### src/rtl/riscv_defines.sv
// ----------------------------------------------------------------------------
// riscv_defines
// Shared type definitions for the DIFT (dynamic information flow tracking)
// trap path.
//   dift_trap_t       : violation class reported by dift_tag_check
//   dift_trap_state_t : state encoding of the dift_trap_ctrl capture FSM
// ----------------------------------------------------------------------------
package riscv_defines;

   typedef enum logic [2:0] {
      DIFT_TRAP_TYPE_NONE = 3'd0,
      DIFT_TRAP_TYPE_LOAD = 3'd1,
      DIFT_TRAP_TYPE_STOR = 3'd2,
      DIFT_TRAP_TYPE_JALR = 3'd3,
      DIFT_TRAP_TYPE_BRCH = 3'd4,
      DIFT_TRAP_TYPE_EXEC = 3'd5
   } dift_trap_t;

   typedef enum logic [1:0] {
      IDLE = 2'd0,
      REQ  = 2'd1,
      HELD = 2'd2
   } dift_trap_state_t;

endpackage

### src/rtl/dift_trap_ctrl_if.sv
// ----------------------------------------------------------------------------
// dift_trap_ctrl_if
// Signal bundle between the pipeline / controller and dift_trap_ctrl.
//   slave  modport : view of dift_trap_ctrl (violation + handshake inputs,
//                    trap request / captured record / counter outputs)
//   master modport : view of the pipeline/controller side
// Parameter CNT_WIDTH must match the dift_trap_ctrl instance it connects to.
// ----------------------------------------------------------------------------
interface dift_trap_ctrl_if #(
   parameter int CNT_WIDTH = 16
) ();

   logic                      trap_i;
   riscv_defines::dift_trap_t trap_type_i;
   logic                      id_valid_i;
   logic [31:0]               pc_id_i;
   logic                      trap_ack_i;
   logic                      clr_i;
   logic                      trap_req_o;
   riscv_defines::dift_trap_t trap_cause_o;
   logic [31:0]               trap_pc_o;
   logic [CNT_WIDTH-1:0]      viol_cnt_o;

   modport slave (
      input  trap_i, trap_type_i, id_valid_i, pc_id_i, trap_ack_i, clr_i,
      output trap_req_o, trap_cause_o, trap_pc_o, viol_cnt_o
   );

   modport master (
      output trap_i, trap_type_i, id_valid_i, pc_id_i, trap_ack_i, clr_i,
      input  trap_req_o, trap_cause_o, trap_pc_o, viol_cnt_o
   );

endinterface

### src/rtl/dift_trap_ctrl_sat_counter.sv
// ----------------------------------------------------------------------------
// dift_sat_counter
// Saturating up-counter: counts inc pulses, holds at all-ones (never wraps).
// Ports:
//   clk   : clock, rising edge
//   rst_n : asynchronous active-low reset, clears count
//   inc   : increment request for this cycle
//   count : current count (WIDTH bits)
// ----------------------------------------------------------------------------
module dift_sat_counter #(
   parameter int WIDTH = 16
) (
   input  logic             clk,
   input  logic             rst_n,
   input  logic             inc,
   output logic [WIDTH-1:0] count
);

   logic [WIDTH-1:0] count_reg;

   always_ff @(posedge clk or negedge rst_n) begin
      if (!rst_n) begin
         count_reg <= '0;
      end else if (inc && (count_reg != {WIDTH{1'b1}})) begin
         count_reg <= count_reg + {{(WIDTH-1){1'b0}}, 1'b1};
      end
   end

   assign count = count_reg;

endmodule

### src/rtl/dift_trap_ctrl.sv
// ----------------------------------------------------------------------------
// dift_trap_ctrl
// Captures the first qualified DIFT tag-check violation, raises a registered
// trap request to the core controller, and freezes the faulting record
// (cause + PC) until software releases it.
//   IDLE --violation--> REQ --trap_ack_i--> HELD --clr_i--> IDLE
// Ports:
//   clk   : core clock, rising edge
//   rst_n : asynchronous active-low reset
//   bus   : dift_trap_ctrl_if.slave
//           in : trap_i, trap_type_i, id_valid_i, pc_id_i, trap_ack_i, clr_i
//           out: trap_req_o, trap_cause_o, trap_pc_o, viol_cnt_o
// Parameter CNT_WIDTH : width of the violation counter.
// Configuration macro DIFT_TRAP_COUNTER_EN: when defined, viol_cnt_o is a
// saturating count of qualified violations; otherwise it is tied to zero and
// no counter registers exist.
// ----------------------------------------------------------------------------
module dift_trap_ctrl
   import riscv_defines::*;
#(
   parameter int CNT_WIDTH = 16
) (
   input  logic            clk,
   input  logic            rst_n,
   dift_trap_ctrl_if.slave bus
);

   dift_trap_state_t state_reg, state_next;
   dift_trap_t       cause_reg;
   logic [31:0]      pc_reg;
   logic             qual_viol;
   logic             capture;

   // trap_i only means something for an instruction that actually completes.
   assign qual_viol = bus.trap_i & bus.id_valid_i;

   always_ff @(posedge clk or negedge rst_n) begin
      if (!rst_n) begin
         state_reg <= IDLE;
      end else begin
         state_reg <= state_next;
      end
   end

   // Capture happens only on the IDLE->REQ transition, so a violation that
   // coincides with a clear in HELD is counted but never recorded.
   always_comb begin
      state_next = state_reg;
      capture    = 1'b0;
      case (state_reg)
         IDLE: begin
            if (qual_viol) begin
               state_next = REQ;
               capture    = 1'b1;
            end
         end
         REQ: begin
            if (bus.trap_ack_i) begin
               state_next = HELD;
            end
         end
         HELD: begin
            if (bus.clr_i) begin
               state_next = IDLE;
            end
         end
         default: begin
            state_next = IDLE;
         end
      endcase
   end

   always_ff @(posedge clk or negedge rst_n) begin
      if (!rst_n) begin
         cause_reg <= DIFT_TRAP_TYPE_NONE;
         pc_reg    <= 32'h0;
      end else if (capture) begin
         cause_reg <= bus.trap_type_i;
         pc_reg    <= bus.pc_id_i;
      end
   end

   // Request is a pure decode of the state register, hence registered.
   assign bus.trap_req_o   = (state_reg == REQ);
   assign bus.trap_cause_o = cause_reg;
   assign bus.trap_pc_o    = pc_reg;

`ifdef DIFT_TRAP_COUNTER_EN
   logic [CNT_WIDTH-1:0] viol_cnt;

   dift_sat_counter #(
      .WIDTH (CNT_WIDTH)
   ) u_viol_cnt (
      .clk   (clk),
      .rst_n (rst_n),
      .inc   (qual_viol),
      .count (viol_cnt)
   );

   assign bus.viol_cnt_o = viol_cnt;
`else
   assign bus.viol_cnt_o = {CNT_WIDTH{1'b0}};
`endif

endmodule

### src/flat_wrapper.sv
// flat-port wrapper written by rule: the top's interface ports become plain ports
module dift_trap_ctrl_flat import riscv_defines::*;
#(
   parameter int CNT_WIDTH = 16
)
  (clk, rst_n, bus_trap_i, bus_trap_type_i, bus_id_valid_i, bus_pc_id_i, bus_trap_ack_i, bus_clr_i, bus_trap_req_o, bus_trap_cause_o, bus_trap_pc_o, bus_viol_cnt_o);
  dift_trap_ctrl_if #(.CNT_WIDTH(CNT_WIDTH)) bus_i ();
  input  logic clk;
  input  logic rst_n;
  input wire logic [$bits(bus_i.trap_i)-1:0] bus_trap_i;
  input wire logic [$bits(bus_i.trap_type_i)-1:0] bus_trap_type_i;
  input wire logic [$bits(bus_i.id_valid_i)-1:0] bus_id_valid_i;
  input wire logic [$bits(bus_i.pc_id_i)-1:0] bus_pc_id_i;
  input wire logic [$bits(bus_i.trap_ack_i)-1:0] bus_trap_ack_i;
  input wire logic [$bits(bus_i.clr_i)-1:0] bus_clr_i;
  output wire logic [$bits(bus_i.trap_req_o)-1:0] bus_trap_req_o;
  output wire logic [$bits(bus_i.trap_cause_o)-1:0] bus_trap_cause_o;
  output wire logic [$bits(bus_i.trap_pc_o)-1:0] bus_trap_pc_o;
  output wire logic [$bits(bus_i.viol_cnt_o)-1:0] bus_viol_cnt_o;
  assign bus_i.trap_i = bus_trap_i;
  assign bus_i.trap_type_i = bus_trap_type_i;
  assign bus_i.id_valid_i = bus_id_valid_i;
  assign bus_i.pc_id_i = bus_pc_id_i;
  assign bus_i.trap_ack_i = bus_trap_ack_i;
  assign bus_i.clr_i = bus_clr_i;
  assign bus_trap_req_o = bus_i.trap_req_o;
  assign bus_trap_cause_o = bus_i.trap_cause_o;
  assign bus_trap_pc_o = bus_i.trap_pc_o;
  assign bus_viol_cnt_o = bus_i.viol_cnt_o;
  dift_trap_ctrl #(.CNT_WIDTH(CNT_WIDTH)) u_core (.clk(clk), .rst_n(rst_n), .bus(bus_i));
endmodule
### config.mk
export PLATFORM = sky130hd
export DESIGN_NAME = dift_trap_ctrl_flat
export DESIGN_NICKNAME = d
export VERILOG_FILES = /design/src/rtl/riscv_defines.sv /design/src/rtl/dift_trap_ctrl_if.sv /design/src/rtl/dift_trap_ctrl_sat_counter.sv /design/src/rtl/dift_trap_ctrl.sv /design/src/flat_wrapper.sv
export SDC_FILE = /design/constraint.sdc
export NUM_CORES = 1
export LEC_CHECK = 0
export CAP_MARGIN = 20
export CORE_ASPECT_RATIO = 0.5
export CORE_MARGIN = 2
export CORE_UTILIZATION = 55
export DETAILED_ROUTE_END_ITERATION = 16
export DONT_BUFFER_PORTS = 1
export PLACE_DENSITY = 0.7
export SLEW_MARGIN = 20
export SYNTH_ARGS = -nofsm -noshare
export SYNTH_HDL_FRONTEND = slang
export SYNTH_SLANG_ARGS = --single-unit
export TNS_END_PERCENT = 20
### constraint.sdc
create_clock -name clk -period 2.35 [get_ports clk]
set_input_delay 0.47 -clock clk [delete_from_list [all_inputs] [get_ports clk]]
set_output_delay 0.47 -clock clk [all_outputs]
set_load 0.05 [all_outputs]
# Word-level counts from Yosys, hierarchy flattened
# Cells that the tools add are included.
[classes]
mux = 6
n_reduce_logical = 2
bitwise_logic = 1
n_eq_ne = 5
[op_table]
columns = ["operator", "count"]
rows = [
  ["$mux 2", 3],
  ["$pmux 2 s3", 1],
  ["$ne 2x2->1 const B", 2],
  ["$reduce_and 3->1", 1],
  ["$eq 2x1->1 const B", 1],
  ["$eq 2x2->1 const B", 1],
  ["$logic_not 2->1", 1],
  ["$mux 1", 2],
  ["$ne 2x1->1 const B", 1],
  ["$and 1x1->1", 1],
]
[totals]
elab_cells = 17
output_inout_bits = 52
regBits = 37
in_bits = 41

# Depth between registers and ports, before layout
# Gate-level depths: netlist of run 1.
[depth]
ltp_word = 3
depth_mapped = 4
ltp_nobuf = 2

# Worst setup path after synthesis of run 1
# Ideal clock, no wire load.
[synth_path]
path_type = "input to register"
startpoint = "input bus_id_valid_i"
endpoint = "register u_core.cause_reg[0] (netlist: u_core.bus.trap_cause_o[0])"
setup_ns = 0.125
slack_ns = 0.856
arrival_ns = 1.369
cell_stages = 4
n_path_buf = 2
required_ns = 2.225
cell_sequence = "nor4bb_2 buf_6 buf_12 mux2_4"
[synth_via]
elab_chain_cells = 3
[synth_lines]
columns = ["element", "line_no", "source"]
rows = [
  ["start: declaration", "flat_wrapper.sv:12", "input wire logic [$bits(bus_i.id_valid_i)-1:0] bus_id_valid_i;"],
  ["$and 1x1->1", "dift_trap_ctrl.sv:35", "assign qual_viol = bus.trap_i & bus.id_valid_i;"],
  ["$mux 1", "dift_trap_ctrl.sv:52", "if (qual_viol) begin"],
  ["$mux 1", "dift_trap_ctrl.sv:50", "case (state_reg)"],
  ["end signal: assignment", "dift_trap_ctrl.sv:78", "cause_reg <= bus.trap_type_i;"],
  ["end: declaration", "dift_trap_ctrl.sv:29", "dift_trap_t cause_reg;"],
]
# Every way passes these cells.
# A chain may end at the register's enable or synchronous reset.

# Final worst setup path of run 1
[layout_path]
startpoint = "register u_core.state_reg[1]"
endpoint = "output bus_trap_req_o"
[layout_via]
elab_chain_cells = 1
[layout_lines]
columns = ["element", "line_no", "source"]
rows = [
  ["start: declaration", "dift_trap_ctrl.sv:28", "dift_trap_state_t state_reg, state_next;"],
  ["start signal: assignment", "dift_trap_ctrl.sv:41", "state_reg <= state_next;"],
  ["$eq 2x1->1", "dift_trap_ctrl.sv:84", "assign bus.trap_req_o = (state_reg == REQ);"],
  ["end: declaration", "flat_wrapper.sv:16", "output wire logic [$bits(bus_i.trap_req_o)-1:0] bus_trap_req_o;"],
]
# Every way passes these cells.

==> results of run 1 <==
[cell usage in the layout (no fill, tap or decap)]
| master | netlist | routed |
|---|---|---|
| and2b_2 | 1 | 1 |
| dfrtp_1 | 37 | 37 |
| nand2b_1 | 1 | 1 |
| conb_1 | 1 | 16 |
| mux2_4 | 30 | 30 |
| nand3b_1 | 1 | 1 |
| clkinv_2 | 0 | 1 |
| a22o_2 | 1 | 1 |
| nor4bb_4 | 0 | 1 |
| clkbuf_8 | 0 | 5 |
| nor2_1 | 1 | 1 |
| mux2_2 | 5 | 5 |
| buf_12 | 3 | 1 |
| buf_4 | 16 | 2 |
| a21oi_1 | 1 | 1 |
| bufinv_16 | 0 | 2 |
[layer usage]
layer	track usage	part of all wire	vias up	routed length (microns)
li1	-	-	318	-
met5	0	0	-	0
met3	0.0702	0.11	2	297
met2	0.244	0.50	55	1340
met1	0.168	0.38	357	1010
met4	0.0600	0.0064	0	17
[per-stage QoR]
step	power (mW)	cell area (sq um)	setup slack [ps]
after CTS	2.93	1780	737
final	2.90	1780	750
after global placement	2.24	1620	794
after floorplan	2.22	1740	856
after global routing	3.01	1780	699
after detailed placement	2.26	1620	736
[report_power, final]
group          internal, mW  total (mW)  switching (mW)
sequential            0.843        1.79           0.944
combinational         0.299       0.473           0.174
clock                 0.421       0.638           0.216
[synthesized netlist by cell type]
master / instances
nand3b_1: 1
mux2_4: 30
conb_1: 1
buf_12: 3
mux2_2: 5
buf_4: 16
nor2_1: 1
buf_6: 1
dfrtp_1: 37
and2b_2: 1
a22o_2: 1
nand2b_1: 1
a21oi_1: 1
nor4bb_2: 1
[worst register-to-register path: stages, from the launching register on]
cell      delay (ps)
dfrtp_1          440
nor4bb_4         310
buf_4            340
mux2_2           380
[final timing paths]
check	from	to	slack, ps	depth (start not counted)
min in group clk	bus_pc_id_i[8]	u_core.bus.trap_pc_o[8]$_DFFE_PN0P_	330	1
hold / removal	rst_n	u_core.bus.trap_pc_o[7]$_DFFE_PN0P_	10	1
max in group asynchronous	rst_n	u_core.bus.trap_pc_o[6]$_DFFE_PN0P_	2160	1
setup / recovery	u_core.state_reg[1]$_DFFE_PN0P_	bus_trap_req_o	750	1
setup reg to reg	u_core.state_reg[1]$_DFFE_PN0P_	u_core.bus.trap_pc_o[23]$_DFFE_PN0P_	760	3
hold reg to reg	u_core.state_reg[1]$_DFFE_PN0P_	u_core.state_reg[0]$_DFFE_PN0P_	530	1
[area by class of cell]
type / count / area (sq um) / share of cell area
Sequential cell: 37 / 926 / 0.521
Timing Repair Buffer: 3 / 35.0 / 0.0197
Clock inverter: 3 / 65.1 / 0.0366
Multi-Input combinational cell: 58 / 633 / 0.356
Tap cell: 40 / 50.0 / 0.0281
Clock buffer: 5 / 68.8 / 0.0387
[kinds of logic after synthesis]
logic type,Yosys count
flops,37
simple gates,5
mux,35
compound gates,2
other cells,1
buf+inv,20
==> reports/metrics.csv, run 1 <==
metric;value;unit
run status;finished, final reports clean;
post-synthesis mux area share;0.301;
global-route wire length before repair;3.66;mm
CTS Buffer Depth;2;
TNS Setup;0;ps
Finished Layout Cells;146;
maxcap violations;0;
Slew @ Worst Pin;500;ps
ant diodes;0;
Yosys reg bits;37;
maximum vdd drop;0.820;mV
Syn. warnings;0;
layout cells sized above 1;0.462;
Initial Utilization;0.569;
largest net degree at the start of global routing;38;
total gr overflow;0;
xor and xnor area share after synthesis;0;
RSZ-0062 raised after global routing;false;
WL final;2.66;mm
RD Place Congestion;0.612;
initial antenna violation count;0;
main combinational cell family by area after synthesis;multiplexers;
syn_area_per_cell;16.9;sq um
CP max-delay cell;dfrtp_1;
Final Critical Period;1600;ps
worst hold-check path type;in2async;
final setup violating endpoints;0;
Worst Hold Margin;14.3;ps
Worst Setup Path Type;reg2out;
top-area cell type share of the netlist area;0.549;
post-route ant nets;0;
core area;2960;sq um
Die Ht;43.1;microns
clk slew on worst S/H paths;70;ps
worst path required time;1880;ps
simple-gate portion of the synthesized area;0.0252;
fin crit share;0.681;
largest area contributor in the netlist;dfrtp_1;
Placed Instances;137;
final net count;146;
vias in the first global route;759;
Clk Latency, worst-skew pair;280;ps
chip width;82.3;microns
io pins;93;
CP Capture Type;primary output;
Post-CTS Setup Inserts;0;
PortBufs;0;
FP Rows;14;
via count;732;
post-synthesis sequential area ratio;0.549;
dominant cells by area after synthesis;dfrtp_1, mux2_4, buf_4, buf_12, mux2_2;
post-synthesis cell count;100;
Arr. time, crit path;1130;ps
synthesized cell area;1690;sq um
Compound-Gate Fraction of Synth Area;0.00891;
WL per Instance;18.2;microns
Final Hold Viols;0;
Final Core Density;0.601;
Worst Path Buf+Inv;0;
Max Slew Vio Count;0;
post-synthesis adder-cell area fraction;0;
TritonCTS buffer count;5;
CP max stage delay;440;ps
Startpoint Class;register;
leakage;0.835;nW
clock sink count;37;
crit path cell chain;and2b_2;
vias per cell;5.01;
PostCTS Resize Cnt;0;
DRT iter0 DRCs;10;
DR DRC count;0;
FILL cells;220;
Max Clock Skew;3.79;ps
area delta synth->final;5.49;%
number of flip-flops in the largest register;32;
Hold Buf Count CTS;1;
Slew Limit Headroom;0.666;
critical path's top delay family;flip-flops;
P per Cell Area;1630;nW/um^2
CTS root buffer;clkbuf_8;
Yosys cell types;14;
drt first pass iters;4;
H-tree depth;2;
gr usage total;0.149;
CP Max Fanout;4;
Die ar.;3550;sq um
f_max;0.625;GHz
post-DP HPWL;1.91;mm
CTS tree;done;
Power figures use the tool's default switching activity.
==> run 2: changes to the inputs <==
- clock period: 2.35 -> 1.6 ns (I/O delays scaled with it)
==> reports/metrics.csv, run 2 (synthesis gave the netlist of run 1 again) <==
metric;value;unit;change
run status;finished, final reports clean;;
Startpoint Class;register;;
Clk Latency, worst-skew pair;280;ps;about the same
core area;2960;sq um;unchanged
Internal;2.20;mW;+41%
worst path required time;1770;ps;-110 ps
gr usage total;0.151;;+0.00256
FILL cells;239;;+8.6%
most common cell after layout, fill and taps aside;dfrtp_1;;
area delta synth->final;6.24;%;
Max Slew Vio Count;0;;unchanged
WL per Instance;17.6;microns;-3.3%
hold path depth;1;;
r2r startpoint;u_core.state_reg[1]$_DFFE_PN0P_;;
leakage;0.838;nW;+0.36%
Sw Ratio;0.468;;+0.00787
total gr overflow;0;;unchanged
Logic pwr share;0.171;;+0.008
DR DRC count;0;;unchanged
CTS Buffer Depth;2;;unchanged
P per Cell Area;2310;nW/um^2;+42%
chip width;82.3;microns;unchanged
clk slew on worst S/H paths;70;ps;about the same
initial antenna violation count;0;;unchanged
Min-Delay Endpoint;u_core.bus.trap_pc_o[8]$_DFFE_PN0P_;;
FF/Latch Area;926;sq um;unchanged
fin crit share;0.971;;
PortBufs;0;;unchanged
maximum vdd drop;1.26;mV;+54%
final setup violating endpoints;0;;unchanged
global-route wire length before repair;3.75;mm;+2.3%
final net count;148;;+1.4%
via count;745;;+1.8%
FP Rows;14;;unchanged
CTS tree;done;;
Die Ht;43.1;microns;unchanged
Final Hold Viols;0;;unchanged
drt first pass iters;2;;-2
ant diodes;0;;unchanged
RD Place Congestion;0.615;;+0.56%
most frequent cells in the layout;dfrtp_1, mux2_4, conb_1, clkbuf_8, mux2_2;;
f_max;0.643;GHz;
Max Clock Skew;4.36;ps;+0.563 ps
RSZ-0062 raised after global routing;true;;
post-DP HPWL;1.94;mm;+1.7%
r2r worst-path depth;4;;+1
min-delay src;bus_pc_id_i[8];;
clock group share of total power;0.194;;-0.026
vias per cell;5.03;;+0.40%
WL final;2.61;mm;-2.0%
post-route ant nets;0;;unchanged
DRT iter0 DRCs;15;;+5
io pins;93;;unchanged
clock sink count;37;;unchanged
vias in the first global route;773;;+1.8%
Worst Setup Path Type;reg2reg;;
Final Critical Period;1550;ps;
largest net degree at the start of global routing;38;;unchanged
Crit Reg-Reg Endpoint;u_core.bus.trap_pc_o[6]$_DFFE_PN0P_;;
worst hold-check path type;in2reg;;
Arr. time, crit path;1720;ps;+590 ps
number of flip-flops in the largest register;32;;unchanged
Multi-input gate area;633;sq um;unchanged
Die ar.;3550;sq um;unchanged
TNS Setup;0;ps;unchanged
CTS root buffer;clkbuf_8;;
worst setup path start;u_core.state_reg[1]$_DFFE_PN0P_;;
Initial Utilization;0.569;;unchanged
flop-to-flop setup slack;50;ps;-710 ps
H-tree depth;2;;unchanged
Final Core Density;0.605;;+0.00423
layout cells sized above 1;0.454;;-0.00856
CP Max Fanout;12;;+8
CP Capture Type;register;;
maxcap violations;0;;unchanged
Seq pwr share;0.634;;+0.017
sw power;1.93;mW;+45%
PostCTS Resize Cnt;0;;unchanged
TritonCTS buffer count;5;;unchanged
==> run 2: changes by cell type in the layout (fill, tap and decap cells not counted), sizes merged <==
| cell | delta |
|---|---|
| buf | +1 |
| bufinv | -1 |
| clkbuf | +2 |
| clkinv | -1 |
| dlygate4sd3 | +1 |
==> run 2: worst max-delay path by stage <==
stage,end,slack (ps),depth (start not counted)
finish,u_core.bus.trap_pc_o[6]$_DFFE_PN0P_,50,4
global route,u_core.bus.trap_pc_o[7]$_DFFE_PN0P_,-30,3
CTS,u_core.bus.trap_pc_o[6]$_DFFE_PN0P_,20,4
detailed placement,u_core.bus.trap_pc_o[6]$_DFFE_PN0P_,30,4
global placement,u_core.bus.trap_pc_o[13]$_DFFE_PN0P_,100,4
floorplan,u_core.bus.trap_cause_o[0]$_DFFE_PN0P_,160,4
==> run 2: area by class of cell <==
class,count,area share
Clock buffer,7,0.0482
Sequential cell,37,0.517
Timing Repair Buffer,5,0.0363
Multi-Input combinational cell,58,0.354
Tap cell,40,0.0280
Clock inverter,1,0.0168
==> run 2: what timing repair did <==
item / in CTS / in global routing
setup buffers: 0 / 0
hold buffers: 2 / 0
setup endpoints to repair: 0 / 29
hold endpoints to repair: 37 / 0
==> run 2: per-stage QoR <==
step	setup WS, ps	instances	hold WS [ps]	power [mW]	cell area (sq um)
2_1_floorplan	163	115	24.4	3.26	1740
3_3_place_gp	101	138	25.1	3.30	1640
3_5_place_dp	29.6	138	24.9	3.34	1640
4_1_cts	22.6	148	169	4.18	1790
5_1_grt	-27.5	148	156	4.31	1790
6_report	45.7	148	180	4.13	1790
==> run 2: worst max-delay path, cell delays in order, from the launching register on <==
cell	delay, ps
dfrtp_1	430
nor4bb_4	320
buf_4	220
buf_12	160
mux2_4	310
==> run 2: power groups by stage <==
stage          Clock (mW)  Combinational, mW  Sequential, mW
6_report            0.802              0.708            2.62
2_1_floorplan           0              0.687            2.57
4_1_cts             0.833              0.719            2.63
3_5_place_dp            0              0.687            2.65
5_1_grt             0.891              0.754            2.66
3_3_place_gp            0              0.662            2.63
==> run 2: layer usage <==
layer	up-vias	part of all wire	global-route usage	wire, microns
li1	318	-	-	-
met1	363	0.37	0.172	954
met2	56	0.51	0.239	1320
met3	8	0.11	0.0702	284
met4	0	0.018	0.0800	48
met5	-	0	0	0
